## src/rtl/fpga_pkg.sv

```systemverilog
// Shared definitions for the out-channel reader: channel word width and controller states.
package fpga_pkg;

    localparam int MemoryElementWidth = 12;

    typedef enum logic [1:0] {
        IDLE,
        RUN,
        DRAIN,
        DONE
    } state_t;

endpackage

```

## src/rtl/out_channel_reader_if.sv

```systemverilog
// Capture-side and read-side signals of the out-channel reader; master drives stimulus, slave is the reader.
interface out_channel_reader_if
#(
    parameter int DataWidth  = fpga_pkg::MemoryElementWidth,
    parameter int CountWidth = 16
);

    logic                  start;
    logic                  out_valid;
    logic [DataWidth-1:0]  out_data;
    logic                  program_finished;
    logic                  rd_valid;
    logic [DataWidth-1:0]  rd_data;
    logic                  rd_ready;
    logic                  overflow;
    logic [CountWidth-1:0] words_total;
    logic                  done;

    modport master (
        output start, out_valid, out_data, program_finished, rd_ready,
        input  rd_valid, rd_data, overflow, words_total, done
    );

    modport slave (
        input  start, out_valid, out_data, program_finished, rd_ready,
        output rd_valid, rd_data, overflow, words_total, done
    );

endinterface

```

## src/rtl/out_fifo.sv

```systemverilog
// Circular word buffer; a write shows on rd_valid one cycle later, no bypass.
// Never overwrites: a write while full is taken only alongside a read; rd_data is 0 while empty.
module out_fifo
#(
    parameter int Width = 12,
    parameter int Depth = 4
) (
    input  logic             clock,
    input  logic             reset,
    input  logic             clear,
    input  logic             wr_en,
    input  logic [Width-1:0] wr_data,
    input  logic             rd_en,
    output logic             rd_valid,
    output logic [Width-1:0] rd_data,
    output logic             full
);

    localparam int AW = $clog2(Depth);
    localparam int CW = AW + 1;

    logic [Width-1:0] mem [Depth];
    logic [AW-1:0]    head;
    logic [AW-1:0]    tail;
    logic [CW-1:0]    count;
    logic             do_rd;
    logic             do_wr;

    assign do_rd = rd_en && (count != '0);
    assign do_wr = wr_en && ((count != CW'(Depth)) || do_rd);

    always_ff @(posedge clock) begin
        if (reset || clear) begin
            head  <= '0;
            tail  <= '0;
            count <= '0;
        end else begin
            // Depth is a power of two, so the pointers wrap by plain overflow.
            if (do_wr) tail <= tail + AW'(1);
            if (do_rd) head <= head + AW'(1);
            if (do_wr && !do_rd) begin
                count <= count + CW'(1);
            end else if (do_rd && !do_wr) begin
                count <= count - CW'(1);
            end
        end
    end

    always_ff @(posedge clock) begin
        if (do_wr && !reset && !clear) mem[tail] <= wr_data;
    end

    assign rd_valid = (count != '0);
    assign rd_data  = rd_valid ? mem[head] : '0;
    assign full     = (count == CW'(Depth));

endmodule

```

## src/rtl/out_channel_reader.sv

```systemverilog
// Captures interpreter out-channel words into a buffer and drains them to a valid/ready consumer.
// Read latency 1 cycle after capture; when full, new words are dropped (sticky overflow) unless a read frees a slot.
module out_channel_reader
#(
    parameter int MemoryElementWidth = fpga_pkg::MemoryElementWidth,
    parameter int NOut               = 4,
    parameter int CountWidth         = 16
) (
    input logic                 clock,
    input logic                 reset,
    out_channel_reader_if.slave bus
);

    import fpga_pkg::*;

    localparam logic [CountWidth-1:0] TotalMax = '1;

    state_t                        state;
    state_t                        state_nxt;
    logic                          fifo_valid;
    logic                          fifo_full;
    logic [MemoryElementWidth-1:0] fifo_data;
    logic                          rd_fire;
    logic                          wr_req;
    logic                          wr_accept;
    logic                          wr_drop;
    logic                          overflow_q;
    logic [CountWidth-1:0]         total_q;

    assign rd_fire   = fifo_valid && bus.rd_ready;
    // start wipes the buffer this cycle, so a coincident word is not captured.
    assign wr_req    = (state == RUN) && bus.out_valid && !bus.start;
    assign wr_accept = wr_req && (!fifo_full || rd_fire);
    assign wr_drop   = wr_req && fifo_full && !rd_fire;

    out_fifo #(
        .Width (MemoryElementWidth),
        .Depth (NOut)
    ) u_fifo (
        .clock    (clock),
        .reset    (reset),
        .clear    (bus.start),
        .wr_en    (wr_accept),
        .wr_data  (bus.out_data),
        .rd_en    (rd_fire),
        .rd_valid (fifo_valid),
        .rd_data  (fifo_data),
        .full     (fifo_full)
    );

    always_ff @(posedge clock) begin
        if (reset) state <= IDLE;
        else       state <= state_nxt;
    end

    always_comb begin
        state_nxt = state;
        if (bus.start) begin
            state_nxt = RUN;
        end else begin
            case (state)
                IDLE:    state_nxt = IDLE;
                RUN:     if (bus.program_finished) state_nxt = DRAIN;
                DRAIN:   if (!fifo_valid) state_nxt = DONE;
                DONE:    state_nxt = DONE;
                default: state_nxt = IDLE;
            endcase
        end
    end

    always_ff @(posedge clock) begin
        if (reset || bus.start) begin
            overflow_q <= 1'b0;
            total_q    <= '0;
        end else begin
            if (wr_drop) overflow_q <= 1'b1;
            if (wr_accept && (total_q != TotalMax)) total_q <= total_q + CountWidth'(1);
        end
    end

    assign bus.rd_valid    = fifo_valid;
    assign bus.rd_data     = fifo_data;
    assign bus.overflow    = overflow_q;
    assign bus.words_total = total_q;
    assign bus.done        = (state == DONE);

endmodule

```

## src/flat_wrapper.sv

```systemverilog
// flat-port wrapper written by rule: the top's interface ports become plain ports
module out_channel_reader_flat import fpga_pkg::*;
#(
    parameter int MemoryElementWidth = fpga_pkg::MemoryElementWidth,
    parameter int NOut               = 4,
    parameter int CountWidth         = 16
)
  (clock, reset, bus_start, bus_out_valid, bus_out_data, bus_program_finished, bus_rd_ready, bus_rd_valid, bus_rd_data, bus_overflow, bus_words_total, bus_done);
  out_channel_reader_if #(.DataWidth((12)), .CountWidth(CountWidth)) bus_i ();
  input logic clock;
  input logic reset;
  input wire logic [$bits(bus_i.start)-1:0] bus_start;
  input wire logic [$bits(bus_i.out_valid)-1:0] bus_out_valid;
  input wire logic [$bits(bus_i.out_data)-1:0] bus_out_data;
  input wire logic [$bits(bus_i.program_finished)-1:0] bus_program_finished;
  input wire logic [$bits(bus_i.rd_ready)-1:0] bus_rd_ready;
  output wire logic [$bits(bus_i.rd_valid)-1:0] bus_rd_valid;
  output wire logic [$bits(bus_i.rd_data)-1:0] bus_rd_data;
  output wire logic [$bits(bus_i.overflow)-1:0] bus_overflow;
  output wire logic [$bits(bus_i.words_total)-1:0] bus_words_total;
  output wire logic [$bits(bus_i.done)-1:0] bus_done;
  assign bus_i.start = bus_start;
  assign bus_i.out_valid = bus_out_valid;
  assign bus_i.out_data = bus_out_data;
  assign bus_i.program_finished = bus_program_finished;
  assign bus_i.rd_ready = bus_rd_ready;
  assign bus_rd_valid = bus_i.rd_valid;
  assign bus_rd_data = bus_i.rd_data;
  assign bus_overflow = bus_i.overflow;
  assign bus_words_total = bus_i.words_total;
  assign bus_done = bus_i.done;
  out_channel_reader #(.MemoryElementWidth(MemoryElementWidth), .NOut(NOut), .CountWidth(CountWidth)) u_core (.clock(clock), .reset(reset), .bus(bus_i));
endmodule
```

## config.mk

```make
export PLATFORM = sky130hd
export DESIGN_NAME = out_channel_reader_flat
export DESIGN_NICKNAME = d
export VERILOG_FILES = /design/src/rtl/fpga_pkg.sv /design/src/rtl/out_channel_reader_if.sv /design/src/rtl/out_fifo.sv /design/src/rtl/out_channel_reader.sv /design/src/flat_wrapper.sv
export SDC_FILE = /design/constraint.sdc
export NUM_CORES = 1
export LEC_CHECK = 0
export ABC_AREA = 1
export BUFFER_PORTS_ARGS = -buffer_cell sky130_fd_sc_hd__buf_2
export CAP_MARGIN = 25
export CORE_UTILIZATION = 37
export CTS_CLUSTER_DIAMETER = 150
export DETAILED_ROUTE_END_ITERATION = 16
export GPL_TIMING_DRIVEN = 0
export HOLD_SLACK_MARGIN = 0.15
export PLACE_DENSITY = 0.55
export SKIP_LAST_GASP = 1
export SYNTH_ARGS = -nofsm -noshare
export SYNTH_HDL_FRONTEND = slang
export SYNTH_SLANG_ARGS = --single-unit
export TNS_END_PERCENT = 5
```

## constraint.sdc

```tcl
create_clock -name clock -period 2.4 [get_ports clock]
set_clock_uncertainty 0.05 [all_clocks]
set_input_delay 0.12 -clock clock [delete_from_list [all_inputs] [get_ports clock]]
set_output_delay 0.12 -clock clock [all_outputs]
set_load 0.02 [all_outputs]
```

==> metrics.md <==
| Metric | Value |
|---|---|
| Total net switching power | `588 uW` |
| Standard-cell row count | `34` |
| Area after detailed placement | `0.00384 mm^2` |
| Grt ovf | `0` |
| Type of element capturing the critical path | `flip-flop` |
| Number of antenna violations at the first check in global routing | `0` |
| Total Routing Usage GR | `17.4%` |
| Hold Fails Final Rpt | `0` |
| Clock latency reported for the late side of the worst-skew pair | `340 ps` |
| Ratio of final minimum period to clock period | `94.7%` |
| Placed wire-length estimate | `5150 um` |
| Power share of the clock group | `37.7%` |
| Required time of the critical path | `2400 ps` |
| Synthesized area | `0.00342 mm^2` |
| Post-layout power | `2530 uW` |
| Root buffer cell | `clkbuf_8` |
| CTS clk-pin slew, worst paths | `80 ps` |
| Ys flop type | `edfxtp_1` |
| Wirelength per Cell | `13.7 um` |
| Final Instance Area | `0.00421 mm^2` |
| Number of post-CTS setup repair buffers | `0` |
| Clock tree from TritonCTS | `done` |
| Setup repair after global routing missed its margin | `true` |
| Violations in the final reports | `DRC` |
| Number of standard cells after synthesis | `364` |
| Area of the die | `0.00962 mm^2` |
| # H-tree levels | `3` |
| Gp weighted congestion | `0.779` |
| Sequential fraction of the synthesis area | `58.6%` |
| Largest net degree at the start of global routing | `14` |
| Flop and latch count out of synthesis | `76` |
| Via count of the first global-routing pass | `2555` |
| Most numerous cell in the Yosys netlist | `nor2_1` |
| Min setup slack post-route | `127 ps` |
| Share of power burned in combinational logic | `6.8%` |
| Arrival time at the worst endpoint | `2280 ps` |
| TritonCTS sink count | `76` |
| Crit-path most repeated cell | `buf_6` |
| TritonRoute pass-1 iters | `10` |
| Number of buffers between clock root and the deepest sink | `2` |
| Chip height | `98.1 um` |
| Top cell type's share of synthesized area | `42.2%` |
| Maximum single-stage delay on the critical path | `530 ps` |
| Worst VDD drop | `280 uV` |
| Net Sw Frac | `23.2%` |
| Share of synthesized cell area in and, or, nand and nor gates | `21.1%` |
| Number of synthesized flops with an enable pin | `48` |
| Detail Route Antenna Nets | `0` |
| Total inserted antenna cells | `0` |
| Adder-cell share of the synthesized area | `2.78%` |
| Maximum fanout along the worst path | `10` |
| Initial core utilization | `38.6%` |
| XOR/XNOR Fraction of Synth Area | `1.28%` |
| Complex-gate fraction of the synthesized area | `11.0%` |
| Min Clock Period, post-route | `2270 ps` |
| Actual slew at the worst max-slew pin | `633 ps` |
| Overall via count from detail_route | `2680` |
| Number of endpoints failing setup at the final stage | `0` |
| Crit start category | `primary input` |
| Status | `finished with violations` |
| Static Leak | `0.00170 uW` |
| Worst-case setup slack after placement | `172 ps` |
| Post-Syn Nets | `389` |
| Final Net Count | `470` |
| Type of the worst setup path | `primary input to flip-flop` |
| Area growth from synthesis to layout | `23.3%` |
| Number of max-slew violations in the final report | `0` |
| Cell breakdown of the critical path | `dlygate4sd3_1 > buf_2 > inv_1 > nand2_1 > nor2_4 > nand2_2 > buf_6 > or2_1 > nor2_1 > buf_6` |
| Cell taking the most area after synthesis | `edfxtp_1` |
| Horizontal extent of the die | `98.1 um` |
| Post-Syn Area per Cell | `9.39 um^2` |
| CP max stage cell | `dlygate4sd3_1` |
| Number of unique standard cell types used by synthesis | `30` |
| Cell-internal power | `1940 uW` |
| Highest achievable clock rate | `440 MHz` |
| Number of DRC markers in iteration 0 | `131` |
| Fraction of layout cells with a size suffix above 1 | `21.3%` |
| Global-route wire length before repair | `12800 um` |
| Max capacitance violation total | `0` |
| Std-Cell Core Area | `0.00885 mm^2` |
| Number of I/O pins | `49` |
| Sequential fraction of design power | `55.4%` |
| Power density of the placed cells | `601 mW/mm^2` |
| Leading cell types by count after synthesis | `nor2_1, edfxtp_1, nand2_1` |
| Largest cells by area after synthesis | `edfxtp_1, dfxtp_1, nor2_1` |
| Number of CTS-inserted buffers | `9` |
| Post-detailed-route via-to-cell ratio | `4.80` |
| Fillers | `869` |
| Wirelength, routed | `7620 um` |
| Portion of netlist area occupied by mux cells | `0%` |
| Async SR Flop Fraction | `0%` |
| Hold Path Class | `primary input to flip-flop` |
| Yosys warns | `0` |
| Post-route DRC | `4` |
| Main combinational cell family by area after synthesis | `simple AND/OR/NAND/NOR gates` |
| Rel. slew slack | `57.6%` |
| Buffers added on ports | `48` |
## final cells by class
class	count	area [um^2]	area share, %
Buffer	12	66.3	1.57
Inverter	29	111	2.64
Sequential cell	76	2000	47.5
Clock buffer	10	128	3.03
Multi-Input combinational cell	247	1240	29.4
Clock inverter	6	63.8	1.52
Timing Repair Buffer	70	465	11.1
Tap cell	108	135	3.21
## per-stage QoR
stage | util (%) | setup TNS, ps | std cells | hold slack (ps)
6_report | 47.6 | 0 | 558 | 181
5_1_grt | 47.6 | -375 | 558 | 214
4_1_cts | 47.6 | 0 | 558 | 165
3_5_place_dp | 43.4 | 0 | 524 | 276
3_3_place_gp | 42.9 | -3240 | 520 | 278
2_1_floorplan | - | 0 | 364 | 139
## placed cells by master (no fill, tap or decap), types with 9 or more instances in the layout
cell           instances
nor2_1                84
buf_2                 52
edfxtp_1              48
nand2_1               43
o21ai_0               38
a21oi_1               32
dfxtp_1               28
inv_1                 26
dlygate4sd3_1         18
nand3_1                9
clkbuf_8               9
## power groups by stage
stage	clock network [uW]	registers (uW)	logic, uW
3_5_place_dp	0	1430	153
3_3_place_gp	0	1430	149
6_report	955	1400	173
4_1_cts	988	1400	176
5_1_grt	1050	1400	194
2_1_floorplan	0	1430	87.7
## flip-flops by register name (all words and copies together), names as in the netlist, named ones only
| signal | cells |
|---|---|
| u_core.u_fifo.mem | 48 |
| u_core.bus.words_total | 16 |
| u_core.u_fifo.head | 2 |
| u_core.u_fifo.tail | 2 |
| u_core.bus.overflow | 1 |
| u_core.state | 2 |
| u_core.u_fifo.count | 3 |
## final timing paths
| check | to | startpoint | slack [ps] | cells after the start |
|---|---|---|---|---|
| setup / recovery | u_core.u_fifo.mem[2][1]$_DFFE_PP_ | bus_start | 130 | 10 |
| hold / removal | u_core.bus.overflow$_SDFFE_PP0P_ | bus_out_valid | 180 | 5 |
| setup reg to reg | u_core.u_fifo.mem[2][1]$_DFFE_PP_ | u_core.state[0]$_SDFFE_PP0P_ | 200 | 7 |
| hold reg to reg | u_core.bus.overflow$_SDFFE_PP0P_ | u_core.bus.overflow$_SDFFE_PP0P_ | 420 | 2 |
## kinds of logic after synthesis
group	count (synthesis)
adders and majority gates	7
DFF	76
and+or+nand+nor	160
buffers and inverters	41
xor gates and xnor gates	5
AOI/OAI and AO/OA	75
## timing repair
item                                   CTS  global route
hold buffers                            18             0
endpoints found under the hold margin   53             0
gates resized for setup                  0             1
setup endpoints to repair                0            14
## critical path: cells and delay by family
kind,cells,cell delay [ps]
buf+inv,5,1100
simple gates,5,1040
## per-layer routing
metal  share of wire, %  wire length, um  global-route usage, %  up-vias
li1                   -                -                      -     1375
met1                 46             3500                   22.5     1239
met2                 49             3720                   28.4       56
met3                3.6              274                   3.44       10
met4                1.6              123                   7.23        0
met5                  0                0                      0        -
Power figures use the tool's default switching activity.
